**src/rtl/lsu_pkg.sv**
```systemverilog
// lsu_pkg: shared definitions for the load/store read-modify-write unit.
//   funct3_e  - RV32I load/store size/sign encodings
//   state_e   - lsu_rmw FSM states
//   lane masks and helpers used to pick the byte lane of an access
package lsu_pkg;

  typedef enum logic [2:0] {
    F3_B  = 3'b000,
    F3_H  = 3'b001,
    F3_W  = 3'b010,
    F3_BU = 3'b100,
    F3_HU = 3'b101
  } funct3_e;

  typedef enum logic [0:0] {
    ST_IDLE  = 1'b0,
    ST_WRITE = 1'b1
  } state_e;

  localparam int BYTE_BITS = 8;
  localparam int HALF_BITS = 16;

  // Which low address bits survive for lane selection at each access size.
  localparam logic [1:0] BYTE_LANE_MASK = 2'b11;
  localparam logic [1:0] HALF_LANE_MASK = 2'b10;
  localparam logic [1:0] WORD_LANE_MASK = 2'b00;

  function automatic logic funct3_defined(input logic [2:0] f3);
    return (f3 == F3_B) || (f3 == F3_H) || (f3 == F3_W) ||
           (f3 == F3_BU) || (f3 == F3_HU);
  endfunction

  function automatic logic [1:0] lane_mask(input logic [2:0] f3);
    case (f3)
      F3_B, F3_BU: return BYTE_LANE_MASK;
      F3_H, F3_HU: return HALF_LANE_MASK;
      default:     return WORD_LANE_MASK;
    endcase
  endfunction

  // Only halves and words can be misaligned; undefined encodings never trap.
  function automatic logic misaligned(input logic [2:0] f3, input logic [1:0] addr_lo);
    case (f3)
      F3_H, F3_HU, F3_W: return (addr_lo & ~lane_mask(f3)) != 2'b00;
      default:           return 1'b0;
    endcase
  endfunction

endpackage

```
**src/rtl/lsu_rmw_if.sv**
```systemverilog
// lsu_rmw_if: pipeline request/response and data-memory signals of lsu_rmw.
//   master - pipeline and memory side (drives requests and mem_rd)
//   slave  - the LSU (drives ready/response and memory write port)
// exc_valid/exc_addr exist only when LSU_MISALIGN_TRAP_EN is defined.
interface lsu_rmw_if #(
  parameter int ADDRESS_WIDTH = 32,
  parameter int DATA_WIDTH    = 32
) ();
  logic                     req_valid;
  logic                     req_ready;
  logic                     req_we;
  logic [2:0]               req_funct3;
  logic [ADDRESS_WIDTH-1:0] req_addr;
  logic [DATA_WIDTH-1:0]    req_wdata;
  logic                     resp_valid;
  logic [DATA_WIDTH-1:0]    resp_rdata;
  logic                     mem_we;
  logic [ADDRESS_WIDTH-1:0] mem_a;
  logic [DATA_WIDTH-1:0]    mem_wd;
  logic [DATA_WIDTH-1:0]    mem_rd;
`ifdef LSU_MISALIGN_TRAP_EN
  logic                     exc_valid;
  logic [ADDRESS_WIDTH-1:0] exc_addr;
`endif

  modport master (
    output req_valid, req_we, req_funct3, req_addr, req_wdata, mem_rd,
    input  req_ready, resp_valid, resp_rdata, mem_we, mem_a, mem_wd
`ifdef LSU_MISALIGN_TRAP_EN
    , input exc_valid, exc_addr
`endif
  );

  modport slave (
    input  req_valid, req_we, req_funct3, req_addr, req_wdata, mem_rd,
    output req_ready, resp_valid, resp_rdata, mem_we, mem_a, mem_wd
`ifdef LSU_MISALIGN_TRAP_EN
    , output exc_valid, exc_addr
`endif
  );
endinterface

```
**src/rtl/lsu_align.sv**
```systemverilog
// lsu_align: combinational lane logic for lsu_rmw.
//   funct3    - access size/sign
//   addr_lo   - byte offset within the word
//   rd        - memory word read data
//   wd_lo     - low half of the right-aligned store data
//   load_data - extracted and extended load result (0 for undefined funct3)
//   merged    - rd with the store lane replaced (rd unchanged for word/undefined)
// Offset bits below the natural alignment are ignored, so a misaligned half or
// word is treated as its aligned container.
module lsu_align
  import lsu_pkg::*;
#(
  parameter int DATA_WIDTH = 32
) (
  input  logic [2:0]            funct3,
  input  logic [1:0]            addr_lo,
  input  logic [DATA_WIDTH-1:0] rd,
  input  logic [HALF_BITS-1:0]  wd_lo,
  output logic [DATA_WIDTH-1:0] load_data,
  output logic [DATA_WIDTH-1:0] merged
);
  logic [1:0]            lane;
  logic [4:0]            shamt;
  logic [BYTE_BITS-1:0]  byte_sel;
  logic [HALF_BITS-1:0]  half_sel;
  logic [DATA_WIDTH-1:0] mask;
  logic [DATA_WIDTH-1:0] ins;

  always_comb begin
    lane      = addr_lo & lane_mask(funct3);
    shamt     = {lane, 3'b000};
    byte_sel  = rd[shamt +: BYTE_BITS];
    half_sel  = rd[shamt +: HALF_BITS];
    load_data = '0;
    mask      = '0;
    ins       = '0;
    case (funct3)
      F3_B:  load_data = {{(DATA_WIDTH-BYTE_BITS){byte_sel[BYTE_BITS-1]}}, byte_sel};
      F3_BU: load_data = {{(DATA_WIDTH-BYTE_BITS){1'b0}}, byte_sel};
      F3_H:  load_data = {{(DATA_WIDTH-HALF_BITS){half_sel[HALF_BITS-1]}}, half_sel};
      F3_HU: load_data = {{(DATA_WIDTH-HALF_BITS){1'b0}}, half_sel};
      F3_W:  load_data = rd;
      default: load_data = '0;
    endcase
    case (funct3)
      F3_B, F3_BU: begin
        mask = {{(DATA_WIDTH-BYTE_BITS){1'b0}}, {BYTE_BITS{1'b1}}} << shamt;
        ins  = {{(DATA_WIDTH-BYTE_BITS){1'b0}}, wd_lo[BYTE_BITS-1:0]} << shamt;
      end
      F3_H, F3_HU: begin
        mask = {{(DATA_WIDTH-HALF_BITS){1'b0}}, {HALF_BITS{1'b1}}} << shamt;
        ins  = {{(DATA_WIDTH-HALF_BITS){1'b0}}, wd_lo} << shamt;
      end
      default: begin
        mask = '0;
        ins  = '0;
      end
    endcase
    merged = (rd & ~mask) | (ins & mask);
  end
endmodule

```
**src/rtl/lsu_rmw.sv**
```systemverilog
// lsu_rmw: load/store unit for a word-wide data memory with combinational read.
// Word stores write in the accepting cycle; byte/half stores read the word,
// merge the lane and write it back one cycle later while stalling the pipeline.
//   clk, rst - clock, synchronous active-high reset
//   bus      - lsu_rmw_if.slave: req_*/resp_* pipeline side, mem_* memory side
// Optional: LSU_MISALIGN_TRAP_EN adds misaligned-access trapping (exc_valid/
// exc_addr); without it misaligned halves/words access the aligned container.
//
// state    | meaning
// ST_IDLE  | ready; loads and word stores complete, byte/half store captured
// ST_WRITE | write back merged word, pipeline stalled
module lsu_rmw
  import lsu_pkg::*;
#(
  parameter int ADDRESS_WIDTH = 32,
  parameter int DATA_WIDTH    = 32
) (
  input logic      clk,
  input logic      rst,
  lsu_rmw_if.slave bus
);
  state_e                   state;
  logic                     resp_valid_q;
  logic [DATA_WIDTH-1:0]    resp_rdata_q;
  logic [DATA_WIDTH-1:0]    wr_word_q;
  logic [ADDRESS_WIDTH-1:0] wr_idx_q;
  logic [ADDRESS_WIDTH-1:0] req_idx;
  logic [DATA_WIDTH-1:0]    load_data;
  logic [DATA_WIDTH-1:0]    merged;
  logic accept, f3_defined, misal;
  logic take_load, take_word_store, take_sub_store;
`ifdef LSU_MISALIGN_TRAP_EN
  logic                     exc_valid_q;
  logic [ADDRESS_WIDTH-1:0] exc_addr_q;
`endif

  assign req_idx    = {2'b00, bus.req_addr[ADDRESS_WIDTH-1:2]};
  assign accept     = bus.req_valid && (state == ST_IDLE);
  assign f3_defined = funct3_defined(bus.req_funct3);
`ifdef LSU_MISALIGN_TRAP_EN
  assign misal      = misaligned(bus.req_funct3, bus.req_addr[1:0]);
`else
  assign misal      = 1'b0;
`endif

  // Undefined encodings: loads still respond (with zero), stores are dropped.
  assign take_load       = accept && !bus.req_we && !misal;
  assign take_word_store = accept && bus.req_we && !misal && (bus.req_funct3 == F3_W);
  assign take_sub_store  = accept && bus.req_we && !misal && f3_defined &&
                           (bus.req_funct3 != F3_W);

  lsu_align #(.DATA_WIDTH(DATA_WIDTH)) u_align (
    .funct3    (bus.req_funct3),
    .addr_lo   (bus.req_addr[1:0]),
    .rd        (bus.mem_rd),
    .wd_lo     (bus.req_wdata[HALF_BITS-1:0]),
    .load_data (load_data),
    .merged    (merged)
  );

  always_ff @(posedge clk) begin
    if (rst) begin
      state        <= ST_IDLE;
      resp_valid_q <= 1'b0;
      resp_rdata_q <= '0;
      wr_word_q    <= '0;
      wr_idx_q     <= '0;
`ifdef LSU_MISALIGN_TRAP_EN
      exc_valid_q  <= 1'b0;
      exc_addr_q   <= '0;
`endif
    end else begin
      resp_valid_q <= take_load;
      if (take_load) resp_rdata_q <= load_data;
`ifdef LSU_MISALIGN_TRAP_EN
      exc_valid_q <= accept && misal;
      if (accept && misal) exc_addr_q <= bus.req_addr;
`endif
      case (state)
        ST_IDLE: begin
          if (take_sub_store) begin
            wr_word_q <= merged;
            wr_idx_q  <= req_idx;
            state     <= ST_WRITE;
          end
        end
        default: state <= ST_IDLE;
      endcase
    end
  end

  assign bus.req_ready  = (state == ST_IDLE);
  assign bus.resp_valid = resp_valid_q;
  assign bus.resp_rdata = resp_rdata_q;
  // Gated by rst so a reset landing in WRITE suppresses the pending write.
  assign bus.mem_we     = !rst && ((state == ST_WRITE) || take_word_store);
  assign bus.mem_a      = (state == ST_WRITE) ? wr_idx_q : req_idx;
  assign bus.mem_wd     = (state == ST_WRITE) ? wr_word_q : bus.req_wdata;
`ifdef LSU_MISALIGN_TRAP_EN
  assign bus.exc_valid  = exc_valid_q;
  assign bus.exc_addr   = exc_addr_q;
`endif
endmodule

```
**src/flat_wrapper.sv**
```systemverilog
// flat-port wrapper written by rule: the top's interface ports become plain ports
module lsu_rmw_flat import lsu_pkg::*;
#(
  parameter int ADDRESS_WIDTH = 32,
  parameter int DATA_WIDTH    = 32
)
  (clk, rst, bus_req_valid, bus_req_we, bus_req_funct3, bus_req_addr, bus_req_wdata, bus_mem_rd, bus_req_ready, bus_resp_valid, bus_resp_rdata, bus_mem_we, bus_mem_a, bus_mem_wd);
  lsu_rmw_if #(.ADDRESS_WIDTH(ADDRESS_WIDTH), .DATA_WIDTH(DATA_WIDTH)) bus_i ();
  input logic clk;
  input logic rst;
  input wire logic [$bits(bus_i.req_valid)-1:0] bus_req_valid;
  input wire logic [$bits(bus_i.req_we)-1:0] bus_req_we;
  input wire logic [$bits(bus_i.req_funct3)-1:0] bus_req_funct3;
  input wire logic [$bits(bus_i.req_addr)-1:0] bus_req_addr;
  input wire logic [$bits(bus_i.req_wdata)-1:0] bus_req_wdata;
  input wire logic [$bits(bus_i.mem_rd)-1:0] bus_mem_rd;
  output wire logic [$bits(bus_i.req_ready)-1:0] bus_req_ready;
  output wire logic [$bits(bus_i.resp_valid)-1:0] bus_resp_valid;
  output wire logic [$bits(bus_i.resp_rdata)-1:0] bus_resp_rdata;
  output wire logic [$bits(bus_i.mem_we)-1:0] bus_mem_we;
  output wire logic [$bits(bus_i.mem_a)-1:0] bus_mem_a;
  output wire logic [$bits(bus_i.mem_wd)-1:0] bus_mem_wd;
  assign bus_i.req_valid = bus_req_valid;
  assign bus_i.req_we = bus_req_we;
  assign bus_i.req_funct3 = bus_req_funct3;
  assign bus_i.req_addr = bus_req_addr;
  assign bus_i.req_wdata = bus_req_wdata;
  assign bus_i.mem_rd = bus_mem_rd;
  assign bus_req_ready = bus_i.req_ready;
  assign bus_resp_valid = bus_i.resp_valid;
  assign bus_resp_rdata = bus_i.resp_rdata;
  assign bus_mem_we = bus_i.mem_we;
  assign bus_mem_a = bus_i.mem_a;
  assign bus_mem_wd = bus_i.mem_wd;
  lsu_rmw #(.ADDRESS_WIDTH(ADDRESS_WIDTH), .DATA_WIDTH(DATA_WIDTH)) u_core (.clk(clk), .rst(rst), .bus(bus_i));
endmodule
```
**config.mk**
```make
export PLATFORM = sky130hd
export DESIGN_NAME = lsu_rmw_flat
export DESIGN_NICKNAME = d
export VERILOG_FILES = /design/src/rtl/lsu_pkg.sv /design/src/rtl/lsu_rmw_if.sv /design/src/rtl/lsu_align.sv /design/src/rtl/lsu_rmw.sv /design/src/flat_wrapper.sv
export SDC_FILE = /design/constraint.sdc
export NUM_CORES = 1
export LEC_CHECK = 0
export BUFFER_PORTS_ARGS = -buffer_cell sky130_fd_sc_hd__buf_2
export CORE_MARGIN = 4
export CORE_UTILIZATION = 44
export CTS_CLUSTER_SIZE = 25
export DETAILED_ROUTE_END_ITERATION = 10
export GPL_TIMING_DRIVEN = 0
export PLACE_DENSITY_LB_ADDON = 0.2
export SETUP_SLACK_MARGIN = 0.5
export SLEW_MARGIN = 20
export SYNTH_ARGS = -nofsm -noshare
export SYNTH_HDL_FRONTEND = slang
export SYNTH_SLANG_ARGS = --single-unit
```
**constraint.sdc**
```tcl
create_clock -name clk -period 1.79 [get_ports clk]
set_input_delay 0.358 -clock clk [delete_from_list [all_inputs] [get_ports clk]]
set_output_delay 0.358 -clock clk [all_outputs]
set_load 0.02 [all_outputs]
```
Yosys cells after proc, flatten, opt, wreduce, memory -nomap -nowiden
Index checks and enable logic that the tools add are counted.
Widths: inputs -> output; s select.

word-level totals
  register bits = 96
  latch bits = 0
  bits in writable memories = 0
  bits in read-only memories = 0
  input port bits = 103
  output and inout port bits = 99
  logic and storage cells = 48
  memories kept = 0

operators by class
  $add $sub $neg = 0
  multiply operators = 0
  div/mod/pow operators = 0
  order comparisons = 0
  eq/ne operators = 5
  shifts and indexed selects = 6
  mux-type cells = 7
  bitwise logic cells = 6
  reductions and logical operators = 19

operators by type and width
  operator               number
  $pmux 32 s5            1
  $pmux 32 s2            2
  $and 32x32->32         2
  $mux 32                1
  $not 32->32            1
  $or 32x32->32          1
  $shiftx 32x6->16       1
  $shiftx 32x6->8        1
  $shl 16x5->32          1
  $shl 16x5->32 const A  1
  $shl 8x5->32           1
  $shl 8x5->32 const A   1
  $mux 30                1
  $logic_and 1x1->1      7
  $eq 3x3->1 const B     2
  $reduce_or 2->1        3
  $logic_or 1x1->1       5
  $pmux 2 s2             1
  $eq 3x1->1 const B     1
  $eq 3x2->1 const B     1
  $logic_not 3->1        1
  $ne 3x2->1 const B     1
  $and 2x2->2            1
  $logic_not 1->1        2
  other kinds (3)        3

Depth between registers and ports, before layout
Gate-level depths: netlist (run 1).

  word-level depth = 9
  gate-level depth with buffers = 8
  mapped depth without buffers = 4

Modules after synthesis
Synthesis (run 1) repeated with hierarchy kept, for this count alone.

second synthesis, totals
  cells, all modules = 657
  area, all modules = 6367.4 um^2

by module, submodules not included
  module     times used  cells an instance  area an instance (um^2)  sequential area each (um^2)
  lsu_rmw    1           490                5148.7                   1921.8
  lsu_align  1           167                1218.7                   0.0

Worst setup path before layout (run 1)
OpenSTA, ideal clock, no wires.

  path kind = input to output
  from = in bus_req_funct3[1]
  to = out bus_mem_we
  arrival time = 1.494 ns
  data required time = 1.432 ns
  slack = -0.062 ns
  cell stages on the path = 5
  path buffers = 2
  cell sequence = buf_2 > nor3b_1 > clkbuf_1 > nand3_1 > a21oi_1

between the ends
  cells in the longest elaborated chain, start to end = 4

ends and longest elaborated chain
  item               line                source
  from (decl)        flat_wrapper.sv:13  input wire logic [$bits(bus_i.req_funct3)-1:0] bus_req_funct3;
  $eq 3x2->1         lsu_rmw.sv:48       assign take_word_store = accept && bus.req_we && !misal && (bus.req_funct3 == F3_W);
  $logic_and 1x1->1  lsu_rmw.sv:48
  $logic_or 1x1->1   lsu_rmw.sv:96       assign bus.mem_we = !rst && ((state == ST_WRITE) || take_word_store);
  $logic_and 1x1->1  lsu_rmw.sv:96
  to (decl)          flat_wrapper.sv:20  output wire logic [$bits(bus_i.mem_we)-1:0] bus_mem_we;

No other way between the ends.

Final worst setup path (run 1)
  from = reg u_core.state
  to = out bus_mem_wd[6]

between the ends
  cells in the longest elaborated chain, start to end = 1

ends and longest elaborated chain
  item                    line                source
  from (decl)             lsu_rmw.sv:22       state_e state;
  from (signal assigned)  lsu_rmw.sv:63       state <= ST_IDLE;
  from (signal assigned)  lsu_rmw.sv:84       state <= ST_WRITE;
  from (signal assigned)  lsu_rmw.sv:87       default: state <= ST_IDLE;
  $mux 32                 lsu_rmw.sv:98       assign bus.mem_wd = (state == ST_WRITE) ? wr_word_q : bus.req_wdata;
  to (decl)               flat_wrapper.sv:22  output wire logic [$bits(bus_i.mem_wd)-1:0] bus_mem_wd;

No other way between the ends.

==> results of run 1 <==
-- layer usage --
layer,global-route usage,part of all wire
met5,0,0
met4,0.111,0.048
met3,0.0392,0.098
met2,0.465,0.47
met1,0.382,0.38
-- per-stage QoR --
stage / setup TNS, ns / hold WS (ns) / power, W
floorplan: 0 / 0.433 / 0.00296
global placement: -2.93 / 0.439 / 0.00337
detailed placement: -2.65 / 0.447 / 0.00339
CTS: -3.70 / 0.263 / 0.00530
global route: -4.97 / 0.284 / 0.00599
finish: -3.49 / 0.286 / 0.00585
-- power by group through the flow --
stage	Clock, W	Combinational (W)	Sequential (W)
2_1_floorplan	0	0.000629	0.00234
3_3_place_gp	0	0.00106	0.00231
3_5_place_dp	0	0.00107	0.00232
4_1_cts	0.00174	0.00129	0.00227
5_1_grt	0.00184	0.00184	0.00230
6_report	0.00178	0.00177	0.00230
-- critical path, cell delays in order, from the launching register on --
cell                      delay, ns
sky130_fd_sc_hd__dfxtp_4       0.41
sky130_fd_sc_hd__buf_8         0.16
sky130_fd_sc_hd__buf_8         0.14
sky130_fd_sc_hd__mux2_4        0.33
sky130_fd_sc_hd__buf_6         0.14
-- layout make-up --
cell class                 instances  area (um2)  share of cell area
buffer                            58         731              0.0769
clock buffer                      11         233              0.0245
clock inverter                     3        18.8             0.00198
inverter                           2        16.3             0.00171
multi-input combinational        435        4290               0.451
sequential                        96        1930               0.204
tap                              143         179              0.0188
timing repair buffer             242        2100               0.221
-- worst min path at each step --
stage	from	end	slack, ns	cells past startpoint
2_1_floorplan	u_core.wr_idx_q[0]$_SDFFE_PP0P_	u_core.wr_idx_q[0]$_SDFFE_PP0P_	0.43	2
6_report	bus_req_addr[2]	u_core.wr_idx_q[0]$_SDFFE_PP0P_	0.29	3
3_5_place_dp	u_core.wr_idx_q[0]$_SDFFE_PP0P_	u_core.wr_idx_q[0]$_SDFFE_PP0P_	0.45	2
4_1_cts	bus_req_addr[26]	u_core.wr_idx_q[24]$_SDFFE_PP0P_	0.26	3
3_3_place_gp	u_core.wr_idx_q[12]$_SDFFE_PP0P_	u_core.wr_idx_q[12]$_SDFFE_PP0P_	0.44	2
5_1_grt	bus_req_addr[10]	u_core.wr_idx_q[8]$_SDFFE_PP0P_	0.28	3
-- what timing repair did --
| action | 4_1_cts | 5_1_grt |
|---|---|---|
| endpoints found under the hold margin | 0 | 0 |
| gates resized for setup | 179 | 395 |
| setup buffers | 13 | 11 |
| gates cloned | 10 | 12 |
| setup endpoints to repair | 160 | 164 |
| pin swaps | 18 | 83 |
-- flip-flops by register name (all words and copies together) (netlist names) --
name	flops
u_core.bus.resp_rdata	32
u_core.state	1
u_core.wr_idx_q	30
u_core.wr_word_q	32
u_core.bus.resp_valid	1
-- cells in the final DEF (no fill, tap or decap), types with 17 or more instances in the layout --
cell	netlist	layout
sky130_fd_sc_hd__buf_6	3	84
sky130_fd_sc_hd__mux2i_1	23	23
sky130_fd_sc_hd__dfxtp_1	96	89
sky130_fd_sc_hd__buf_2	14	133
sky130_fd_sc_hd__buf_4	4	17
sky130_fd_sc_hd__nor2_4	0	22
sky130_fd_sc_hd__a21oi_2	1	54
sky130_fd_sc_hd__nand2_1	90	58
sky130_fd_sc_hd__nor2_1	67	41
sky130_fd_sc_hd__mux2_4	0	60
sky130_fd_sc_hd__clkbuf_16	0	23
sky130_fd_sc_hd__a211oi_2	2	34
sky130_fd_sc_hd__nand2_4	0	27
-- logic make-up after synthesis --
kind of cell / count (synthesis) / share of synthesized area
and+or+nand+nor: 177 / 0.147
buffers and inverters: 60 / 0.0547
other: 1 / 0.000732
AOI/OAI and AO/OA: 170 / 0.237
DFF: 96 / 0.375
muxes: 86 / 0.186
==> impl_results.md, run 1 <==
- Share of cells above drive strength 1: 0.677
- Largest net degree at the start of global routing: 15
- Peak VDD IR: 0.434 mV
- Setup slack on the worst flop-to-flop path: 0.03 ns
- Antenna violations before repair: 0
- Relative contribution of sequential cells to total power: 0.393
- Clock share of power: 0.304
- Clock root buffer: sky130_fd_sc_hd__clkbuf_16
- Final Worst Setup Slack: -0.0824 ns
- Area share of the largest cell type after synthesis: 0.375
- Transition time at the pin with the least slew margin: 0.903 ns
- Average wire per cell in the routed design: 24.8 um
- Insertion delay of the later-clocked pin in the worst-skew pair: 0.34 ns
- Number of cell rows: 39
- CTS H-tree depth: 3
- Router iterations before antenna repair: 6
- Count of final max-slew check failures: 0
- Post-synthesis sequential element count: 96
- Required time reported for the critical path endpoint: 1.43 ns
- I/O Pins: 202
- Total wire length after detailed routing: 24.5 mm
- Violations in the final reports: setup timing
- Remaining number of nets flagged by the antenna check after routing: 0
- Total routing resource utilization after global routing: 0.285
- # port buffers: 196
- Core area: 11400 um2
- Sw frac: 0.320
- TritonCTS Sinks: 96
- Outcome: finished, violations left
- Synthesized instance count: 590
- Diodes inserted: 0
- Die outline area: 13400 um2
- Destination of the critical timing path: bus_mem_wd[6]
- Number of enable-type register cells in the synthesized netlist: 0
- Count of hold buffers inserted by post-cts repair: 0
- Startpoint of the most critical setup path: u_core.state$_SDFF_PP0_
- Die boundary width: 116 um
- Global-route wire length before repair: 29.6 mm
- Total vias in the final route: 6152
- DR iter-0 viols: 600
- Floorplan die height: 116 um
- Peak fanout along the critical path: 5
- Sum of overflow across all layers after global routing: 0
- End of the worst register-to-register path: u_core.bus.resp_rdata[14]$_SDFFE_PP0P_
- Number of maximum-capacitance violations: 0
- Clock edge transition at the registers on the reported setup and hold paths: 0.07 ns
- Cell type with the largest total area after synthesis: sky130_fd_sc_hd__dfxtp_1
- Comb power frac: 0.303
- Start-to-end type of the worst setup path: reg2out
- Ratio of total power to cell area: 616 nW/um2
- Maximum number of buffers from clock root to sink: 2
- Fmax: 534 MHz
- Finished Layout Cells: 990
- TritonCTS clock tree: done
- Area Overhead vs Synth: 85.3%
- Cells taking the most area after synthesis: sky130_fd_sc_hd__dfxtp_1, sky130_fd_sc_hd__mux2_2, sky130_fd_sc_hd__a21oi_1
- Final period demand of the worst path: 1.87 ns
- Post-Syn Area per Cell: 8.69 um2
- Worst R2R Path Depth: 6
- Worst Skew: 0.00662 ns
- Layout net count: 947
- Dominant cell by count in the synthesized netlist: sky130_fd_sc_hd__dfxtp_1
- Initial Util: 0.449
- Leakage power of the design: 4.04 nW
- Number of global-route vias before repair: 5531
- Unrepaired setup endpoints after global routing: yes
- HPWL after detailed placement: 14.2 mm
- Final non-filler cell area: 9500 um2
- Cell area after technology mapping: 5120 um2
- Count of final hold-check violations: 0
- Syn. warnings: 0
- Primary FF master, synth: sky130_fd_sc_hd__dfxtp_1
- Arrival time at the worst endpoint: 1.51 ns
- Fin util: 0.832
- Via count normalized by instance count: 6.21
- Proportion of synthesized flip-flops having asynchronous set or reset: 0
- Final clock period utilization by the worst path: 1.05
- Relative slew margins: 0.398
- Launching element type of the critical path: register
- Filler cell count in the final layout: 598
- Net switching component of the power: 0.00187 W
- R2R Path Start: u_core.state$_SDFF_PP0_
- Setup violators final: 62
- Distinct cell type count of the synthesized netlist: 44
- Crit end category: output pin
- Number of buffers created by CTS: 9
- DP Cell Count: 930
- Type of the tightest min-delay check: in2reg
- Cell types with the highest counts after synthesis: sky130_fd_sc_hd__dfxtp_1, sky130_fd_sc_hd__nand2_1, sky130_fd_sc_hd__a21oi_1
- Final weighted congestion of routability-driven global placement: 0.893
- Sequential element share of the synthesized area: 0.375
- Remaining DRCs: 0
- Internal power: 0.00398 W
- Setup Slack @ Placement: -0.355 ns
- Instance area after placement: 6400 um2
Power figures use the tool's default switching activity.
==> run 2: changes to the inputs <==
- PLACE_DENSITY: not set -> 0.73
- PLACE_DENSITY_LB_ADDON: 0.2 -> not set
==> run 2 against run 1 <==
Compared with the run above: the flow still finishes with violations (setup timing); final area increased by 0.14%; fmax fell by 5.0%; register-to-register slack got worse by 0.12 ns; count of clock-buffer cells in the layout is the same; critical path depth unchanged; sequential power hardly changed; clock power grew 7%; core utilization grew 0.12 points; critical path type unchanged; highest routed layer unchanged.
==> impl_results.md, run 2 (synthesis results as in run 1) <==
- Outcome: finished, violations left
- Violations in the final reports: setup timing
- Number of cell rows: 39 (unchanged)
- Final Worst Setup Slack: -0.182 ns (-0.0994 ns)
- CTS H-tree depth: 3 (unchanged)
- Global-route wire length before repair: 32.8 mm (+11%)
- Master of the slowest instance on the critical path: sky130_fd_sc_hd__dfxtp_4
- Largest net degree at the start of global routing: 16 (+1)
- Final period demand of the worst path: 1.97 ns (+0.0994 ns)
- Crit end category: output pin
- Delay of the slowest critical-path stage: 0.40 ns (about the same)
- TritonCTS Sinks: 96 (unchanged)
- Fin util: 0.833 (+0.00121)
- Number of global-route vias before repair: 5939 (+7.4%)
- Ratio of total power to cell area: 631 nW/um2 (+2.5%)
- Launching element type of the critical path: register
- Share of cells above drive strength 1: 0.704 (+0.0270)
- Peak fanout along the critical path: 10 (+5)
- Area Overhead vs Synth: 85.6%
- # port buffers: 196 (unchanged)
- Number of buffers created by CTS: 9 (unchanged)
- Average wire per cell in the routed design: 27.8 um (+12%)
- Clock edge transition at the registers on the reported setup and hold paths: 0.07 ns (about the same)
- Total vias in the final route: 6592 (+7.2%)
- Relative slew margins: 0.358 (-0.0402)
- Final clock period utilization by the worst path: 1.10 (+0.0556)
- Peak VDD IR: 0.490 mV (+13%)
- Count of final hold-check violations: 0 (unchanged)
- Router iterations before antenna repair: 8 (+2)
- Unrepaired setup endpoints after global routing: yes
- Insertion delay of the later-clocked pin in the worst-skew pair: 0.36 ns (+0.02 ns)
- Layout net count: 948 (+0.11%)
- Die boundary width: 116 um (unchanged)
- Arrival time at the worst endpoint: 1.61 ns (+0.10 ns)
- Number of maximum-capacitance violations: 0 (unchanged)
- Leakage power of the design: 3.98 nW (-1.5%)
- Remaining number of nets flagged by the antenna check after routing: 0 (unchanged)
- Antenna violations before repair: 1 (+1)
- Remaining DRCs: 0 (unchanged)
- Start-to-end type of the worst setup path: reg2out
- Die outline area: 13400 um2 (unchanged)
- Hold Slack: 0.252 ns (-0.0337 ns)
- TritonCTS clock tree: done
- Final weighted congestion of routability-driven global placement: 0.920 (+3.0%)
- Fmax: 507 MHz (-5.0%)
- Initial Util: 0.449 (unchanged)
- Transition time at the pin with the least slew margin: 0.963 ns (+0.0603 ns)
- Post-layout total power: 0.00601 W (+2.6%)
- Total routing resource utilization after global routing: 0.316 (+0.0313)
- Floorplan die height: 116 um (unchanged)
- Sum of overflow across all layers after global routing: 0 (unchanged)
- I/O Pins: 202 (unchanged)
- Via count normalized by instance count: 6.63 (+6.6%)
- Core area: 11400 um2 (unchanged)
- HPWL after detailed placement: 14.1 mm (-1.1%)
- CP most frequent cell: sky130_fd_sc_hd__buf_12
- Maximum number of buffers from clock root to sink: 2 (unchanged)
- DR iter-0 viols: 971 (+62%)
- Setup violators final: 111 (+79%)
- Most frequent standard cell in the layout excluding fill and tap cells: sky130_fd_sc_hd__buf_2
- Count of final max-slew check failures: 0 (unchanged)
- Commonest non-fill, non-tap cells in the layout: sky130_fd_sc_hd__buf_2, sky130_fd_sc_hd__dfxtp_1, sky130_fd_sc_hd__buf_6
- Required time reported for the critical path endpoint: 1.43 ns (about the same)
- Clock root buffer: sky130_fd_sc_hd__clkbuf_16
- Count of hold buffers inserted by post-cts repair: 0 (unchanged)
- Type of the tightest min-delay check: in2reg
- Total wire length after detailed routing: 27.7 mm (+13%)
- Cells traversed along the worst timing path: buf_12 -> buf_12 -> mux2_2 -> buf_2
- Worst Skew: 0.0130 ns (+0.00637 ns)
-- run 2: critical path: cells and delay by family, from the launching register on --
kind	cells	cell delay (ns)
flops	1	0.40
buf+inv	3	0.50
mux	1	0.36
-- run 2: where the power goes --
| part | switching [W] | internal (W) |
|---|---|---|
| sequential | 0.0000913 | 0.00222 |
| clock | 0.000916 | 0.000982 |
| combinational | 0.00101 | 0.000789 |
-- run 2: final cells by class --
cell class / count / area [um2]
Fill cell: 544 / 1910
Tap cell: 143 / 179
Clock inverter: 5 / 31.3
Multi-Input combinational cell: 435 / 4410
Inverter: 2 / 13.8
Timing Repair Buffer: 243 / 1950
Clock buffer: 11 / 243
Antenna cell: 2 / 5.00
Sequential cell: 96 / 1930
Buffer: 58 / 749
-- run 2: path summary, 6_finish.rpt --
kind | from | end | slack [ns] | cells after the start
max | u_core.state$_SDFF_PP0_ | bus_mem_a[11] | -0.18 | 4
min | bus_req_addr[29] | u_core.wr_idx_q[27]$_SDFFE_PP0P_ | 0.25 | 3
max reg2reg | u_core.state$_SDFF_PP0_ | u_core.wr_idx_q[14]$_SDFFE_PP0P_ | -0.09 | 11
min reg2reg | u_core.wr_idx_q[25]$_SDFFE_PP0P_ | u_core.wr_idx_q[25]$_SDFFE_PP0P_ | 0.47 | 2
-- run 2: repair_timing --
| action | 4_1_cts | 5_1_grt |
|---|---|---|
| pin swaps | 55 | 70 |
| endpoints found under the hold margin | 0 | 0 |
| cloned | 14 | 6 |
| setup buffers | 19 | 8 |
| setup endpoints to repair | 160 | 164 |
| gates resized for setup | 309 | 260 |
-- run 2: stage by stage --
step,area (um2),std cells,setup WS [ns],setup TNS [ns]
3_5_place_dp,6400,930,-0.306,-2.64
2_1_floorplan,5240,591,0.128,0
4_1_cts,8280,979,-0.101,-4.17
5_1_grt,9510,994,-0.168,-8.81
3_3_place_gp,6400,930,-0.317,-1.94
6_report,9510,995,-0.182,-8.22
-- run 2: layer usage --
layer  routed length, um  part of all wire  vias to the layer above  global-route usage
met5                   0                 0                        -                   0
met4                2350             0.085                        0               0.162
met3                2900              0.10                      229              0.0653
met2               12800              0.46                      571               0.514
met1                9680              0.35                     3136               0.397
li1                    -                 -                     2656                   -
